`config.mk`:
```
export PLATFORM = sky130hd
export DESIGN_NAME = posit_decode_8bit_flat
export DESIGN_NICKNAME = d
export VERILOG_FILES = /design/src/rtl/posit_decode_8bit_if.sv /design/src/rtl/posit_decode_8bit.sv /design/src/flat_wrapper.sv
export SDC_FILE = /design/constraint.sdc
export NUM_CORES = 1
export LEC_CHECK = 0
export ABC_CLOCK_PERIOD_IN_PS = 3850
export BUFFER_PORTS_ARGS = -buffer_cell sky130_fd_sc_hd__buf_4
export CAP_MARGIN = 40
export CORE_MARGIN = 5
export CORE_UTILIZATION = 40
export CTS_BUF_LIST = sky130_fd_sc_hd__clkbuf_8
export DETAILED_ROUTE_END_ITERATION = 6
export SKIP_CTS_REPAIR_TIMING = 1
export SLEW_MARGIN = 25
export SYNTH_ARGS = -nofsm -noshare
export SYNTH_HDL_FRONTEND = slang
export SYNTH_SLANG_ARGS = --single-unit
```
`constraint.sdc`:
```
create_clock -name clk -period 3.85 [get_ports clk]
set_clock_uncertainty 0.05 [all_clocks]
set_input_delay 0.77 -clock clk [delete_from_list [all_inputs] [get_ports clk]]
set_output_delay 0.77 -clock clk [all_outputs]
set_load 0.01 [all_outputs]
```
`src/rtl/posit_decode_8bit_if.sv`:
```
// Valid-only stream carrying a raw 8-bit posit in and the unpacked 12-bit uposit out.
// master drives the posit side and observes the result; slave is the decoder.
interface posit_decode_8bit_if;
    logic        in_valid;
    logic [7:0]  posit;
    logic        out_valid;
    logic [11:0] uposit;

    modport master (output in_valid, posit, input  out_valid, uposit);
    modport slave  (input  in_valid, posit, output out_valid, uposit);
endinterface

```
`src/rtl/posit_decode_8bit.sv`:
```
// posit_decode_8bit: 8-bit es=0 posit -> uposit {nar,zero,sign,exp+6,frac[4:0]}; latency 1, or 2 with POSIT_DECODE_PIPE_EN.
// No backpressure: every in_valid beat yields one out_valid beat; idle cycles hold uposit.
module posit_decode_8bit (
    input  logic               clk,
    input  logic               rst_n,
    posit_decode_8bit_if.slave io
);
    typedef struct packed {
        logic       nar;
        logic       zero;
        logic       sign;
        logic       r;
        logic [3:0] run;
        logic [4:0] tail;
    } dec_t;

    dec_t        dec_d;
    dec_t        dec_b;
    logic        stage_vld;
    logic [6:0]  mag;
    logic        stop;
    logic [3:0]  exp_b;
    logic [4:0]  frac_b;
    logic [11:0] uposit_d;
    logic        out_valid_q;
    logic [11:0] uposit_q;

    // Only the low 7 bits of the two's-complement magnitude matter once 0x80 is excluded.
    always_comb begin
        mag        = io.posit[7] ? (~io.posit[6:0] + 7'd1) : io.posit[6:0];
        dec_d      = '0;
        dec_d.nar  = (io.posit == 8'h80);
        dec_d.zero = (io.posit == 8'h00);
        dec_d.sign = io.posit[7];
        dec_d.r    = mag[6];
        dec_d.tail = mag[4:0];
        dec_d.run  = 4'd1;
        stop       = 1'b0;
        for (int i = 5; i >= 0; i--) begin
            if (!stop && (mag[i] == dec_d.r)) begin
                dec_d.run = dec_d.run + 4'd1;
            end else begin
                stop = 1'b1;
            end
        end
    end

`ifdef POSIT_DECODE_PIPE_EN
    logic s1_vld_q;
    dec_t s1_q;

    always_ff @(posedge clk) begin
        if (!rst_n) begin
            s1_vld_q <= 1'b0;
            s1_q     <= '0;
        end else begin
            s1_vld_q <= io.in_valid;
            if (io.in_valid) begin
                s1_q <= dec_d;
            end
        end
    end

    assign dec_b     = s1_q;
    assign stage_vld = s1_vld_q;
`else
    assign dec_b     = dec_d;
    assign stage_vld = io.in_valid;
`endif

    // Shifting the tail left by run-1 pushes regime remnants and the terminator out the top.
    always_comb begin
        exp_b    = dec_b.r ? (dec_b.run + 4'd5) : (4'd6 - dec_b.run);
        frac_b   = dec_b.tail << (dec_b.run - 4'd1);
        uposit_d = {2'b00, dec_b.sign, exp_b, frac_b};
        if (dec_b.nar) begin
            uposit_d = 12'h800;
        end else if (dec_b.zero) begin
            uposit_d = 12'h400;
        end
    end

    always_ff @(posedge clk) begin
        if (!rst_n) begin
            out_valid_q <= 1'b0;
            uposit_q    <= 12'h000;
        end else begin
            out_valid_q <= stage_vld;
            if (stage_vld) begin
                uposit_q <= uposit_d;
            end
        end
    end

    assign io.out_valid = out_valid_q;
    assign io.uposit    = uposit_q;
endmodule

```
`src/flat_wrapper.sv`:
```
// flat-port wrapper written by rule: the top's interface ports become plain ports
module posit_decode_8bit_flat 
  (clk, rst_n, io_in_valid, io_posit, io_out_valid, io_uposit);
  posit_decode_8bit_if io_i ();
  input  logic clk;
  input  logic rst_n;
  input wire logic [$bits(io_i.in_valid)-1:0] io_in_valid;
  input wire logic [$bits(io_i.posit)-1:0] io_posit;
  output wire logic [$bits(io_i.out_valid)-1:0] io_out_valid;
  output wire logic [$bits(io_i.uposit)-1:0] io_uposit;
  assign io_i.in_valid = io_in_valid;
  assign io_i.posit = io_posit;
  assign io_out_valid = io_i.out_valid;
  assign io_uposit = io_i.uposit;
  posit_decode_8bit u_core (.clk(clk), .rst_n(rst_n), .io(io_i));
endmodule
```
==> impl_metrics.csv <==
group,metric,value,unit
synth,synth_top_family_by_area,"compound AO/OA/AOI/OAI gates",
final_layout,stdcell_count,191,
timing,slew-limit-headroom,68.3,%
clocking,cts_sinks,13,
clocking,clock_latency,0.24,ns
final_layout,final_cell_area,1480,sq um
clocking,clockBufferDepth,2,
synth,synth_fa_ha_area_share,3.19,%
power_and_ir_drop,p_leak,0.656,nW
clocking,cts_buffers,3,
power_and_ir_drop,clkPwrFrac,24.0,%
worst_setup_path,reg2regPathDepth,3,
clocking,cts_tree,"yes",
synth,yosysUniqueCellTypes,49,
clocking,clk_pin_slew,0.05,ns
worst_setup_path,reg2reg_to,"u_core.io.uposit[4]",
power_and_ir_drop,p_seq_share,31.6,%
synth,synth_edf_count,0,
worst_setup_path,critical_path_depth,14,
synth,synthFlopType,"dfxtp_1",
synth,synthSimpleGateAreaFrac,24.0,%
power_and_ir_drop,switching_share,32.7,%
synth,synth.mux.area_fraction,10.1,%
die,fp.dieW,64.2,um
timing,max_freq,0.278,GHz
global_route,gr-total-overflow,0,
flow_run,maxCapViolations,0,
synth,synth_nets,141,
worst_setup_path,end_kind,"flip-flop",
worst_setup_path,endpoint,"u_core.io.uposit[4]",
worst_setup_path,cp_slowest_stage_delay,0.32,ns
clocking,cts-root-buf,"clkbuf_8",
power_and_ir_drop,vdd_drop_max,0.000239,V
global_route,grt_pass1_vias,983,
timing,finalCritPeriodShare,93.3,%
synth,synthArstFlopShare,0,%
detailed_routing,first_pass_iters,4,
global_route,grt.busiest_layer,"met2",
detailed_routing,post_drt_wl_per_cell,13.9,um
timing,fin_crit,3.59,ns
detailed_routing,drc_errors,0,
worst_setup_path,r2r-start,"u_core.io.uposit[4]",
hold_path,hold_class,"flip-flop to flip-flop",
power_and_ir_drop,power.density,328,nW/um^2
detailed_routing,detail-route-antenna-nets,0,
synth,synth_warnings,0,
power_and_ir_drop,internal_power,0.327,mW
worst_setup_path,cp.required,3.96,ns
placed_design,dpl_cell_area,1430,sq um
placed_design,dp_cells,186,
synth,synth_compound_area_share,30.9,%
worst_setup_path,critPathBufInv,4,
die,initial_utilization,42.2,%
global_route,grt_usage,13.7,%
die,ios,24,
worst_setup_path,cp_top_family,"multiplexers",
timing,setup_viol,0,
global_route,met3_usage,1.05,%
worst_setup_path,critPathLaunch,"io_posit[0]",
detailed_routing,drtIter0Drc,32,
global_route,met1_usage,17.0,%
global_route,grt_pass1_wl,4620,um
timing,setup_tns,0,ns
worst_setup_path,arrival,3.70,ns
placed_design,port-buffer-count,23,
synth,synth.ff_latch_count,13,
outcome,status,"complete, no violations",
worst_setup_path,crit_slowest_cell,"nor4_2",
placed_design,place.gp.congestion,0.744,
final_layout,final_cell_mix,"34 x buf_4, 13 x dfxtp_1, 11 x inv_1",
synth,syn_inst,127,
final_layout,finalNetCount,175,
placed_design,dp_hpwl,2180,um
synth,synth-seq-area-share,22.2,%
die,coreArea,2780,sq um
die,die_y,64.2,um
worst_setup_path,rrSetupSlack,2.89,ns
timing,finalHoldViolCount,0,
hold_path,min_path_cells,2,
worst_setup_path,cp-start-kind,"primary input",
final_layout,antenna_cells,0,
clocking,ctsHtreeMaxLevel,1,
global_route,met2_usage,23.2,%
power_and_ir_drop,switching_power,0.159,mW
die,num_rows,19,
die,dieArea,4120,sq um
worst_setup_path,path_cells,"buf_4 > inv_1 > ha_1 > nor3b_4 > buf_4 > a22o_1 > nor4_2 > a2bb2o_2 > mux2_1 > mux2i_1 > ha_1 > inv_1 > mux4_2 > a221oi_2",
worst_setup_path,critPathMaxFanout,4,
final_layout,syn_to_final_growth,26.0,%
global_route,grt_start_max_net_pins,19,
detailed_routing,routed_wl,2660,um
power_and_ir_drop,p_total,0.486,mW
final_layout,drive_above_1_share,36.9,%
global_route,antenna_found_initial,0,
synth,mappedNetlistArea,1170,sq um
timing,drv_slew,0,
detailed_routing,routed-via-count,1021,
detailed_routing,viasPerCell,5.35,
synth,synth-xor-area-share,3.62,%
worst_setup_path,crit_type,"primary input to flip-flop",
final_layout,final_common_cell,"buf_4",
synth,syn_area_per_cell,9.25,sq um
timing,rsz0062_at_grt,"false",
timing,worstMarginPinSlew,0.471,ns
power_and_ir_drop,combinationalPowerShare,44.3,%
## flip-flops by register name (all words and copies together) (netlist names)
| name | count |
|---|---|
| u_core.io.out_valid | 1 |
| u_core.io.uposit | 12 |
## metal layers
| layer | up-vias | routed length [um] |
|---|---|---|
| met2 | 24 | 1290 |
| met1 | 456 | 1190 |
| met4 | 0 | 59 |
| met3 | 5 | 125 |
| li1 | 536 | - |
| met5 | - | 0 |
## Yosys cell counts (all sizes together) (2+ instances only)
master | count | area share [%]
dfxtp | 13 | 22
inv | 10 | 3.2
nor2 | 10 | 3.2
nand2 | 8 | 2.6
nor2b | 8 | 4.3
o21ai | 7 | 3.9
a211oi | 5 | 3.6
mux2i | 4 | 3.4
a21oi | 3 | 1.3
a22o | 3 | 2.2
buf | 3 | 2.2
ha | 3 | 3.2
mux2 | 3 | 2.9
nand3b | 3 | 1.9
nor3b | 3 | 2.9
nor4 | 3 | 2.7
o31ai | 3 | 3.2
xnor2 | 3 | 2.2
a21boi | 2 | 1.3
and2 | 2 | 1.1
and3 | 2 | 1.1
clkbuf | 2 | 0.64
mux4 | 2 | 3.8
nand3 | 2 | 0.85
o21a | 2 | 1.3
o31a | 2 | 1.5
## worst min-delay path by stage
stage / startpoint / end / slack, ns
CTS: u_core.io.uposit[5] / u_core.io.uposit[5] / 0.44
finish: u_core.io.uposit[10] / u_core.io.uposit[10] / 0.43
detailed placement: u_core.io.uposit[5] / u_core.io.uposit[5] / 0.43
global route: u_core.io.uposit[10] / u_core.io.uposit[10] / 0.46
global placement: u_core.io.uposit[10] / u_core.io.uposit[10] / 0.42
floorplan: u_core.io.uposit[10] / u_core.io.uposit[10] / 0.45
## worst min-delay path: cells and delay by family (launching register included)
family	cells	cell delay [ns]
DFF	1	0.30
and+or+nand+nor	1	0.09
AOI/OAI and AO/OA	1	0.05
## metrics by stage
stage	utilization [%]	setup WS, ns	hold WS, ns
2_1_floorplan	-	0.0566	0.448
3_3_place_gp	51.3	0.107	0.417
3_5_place_dp	51.3	0.0241	0.434
4_1_cts	52.9	0.264	0.441
5_1_grt	53.2	0.0279	0.465
6_report	53.2	0.257	0.435
## cells by family (layout without fill, tap and decap cells)
kind of cell | after synthesis | count (layout)
DFF | 13 | 13
and+or+nand+nor | 46 | 46
buffers and inverters | 15 | 48
adders and majority gates | 3 | 3
AOI/OAI and AO/OA | 37 | 37
xor gates and xnor gates | 4 | 4
muxes | 9 | 9
## layout make-up
class	instances	area (sq um)
Timing Repair Buffer	34	255
Sequential cell	13	260
Clock inverter	1	3.75
Inverter	10	37.5
Clock buffer	3	41.3
Fill cell	275	1300
Tap cell	31	38.8
Multi-Input combinational cell	99	843
## power groups by stage
stage | sequential (mW) | combinational [mW] | clock, mW
after global placement | 0.156 | 0.215 | 0
after global routing | 0.156 | 0.235 | 0.129
after floorplan | 0.162 | 0.136 | 0
after CTS | 0.154 | 0.217 | 0.121
after detailed placement | 0.156 | 0.216 | 0
final | 0.154 | 0.215 | 0.117
No activity file was read; power rests on OpenSTA's default activity.
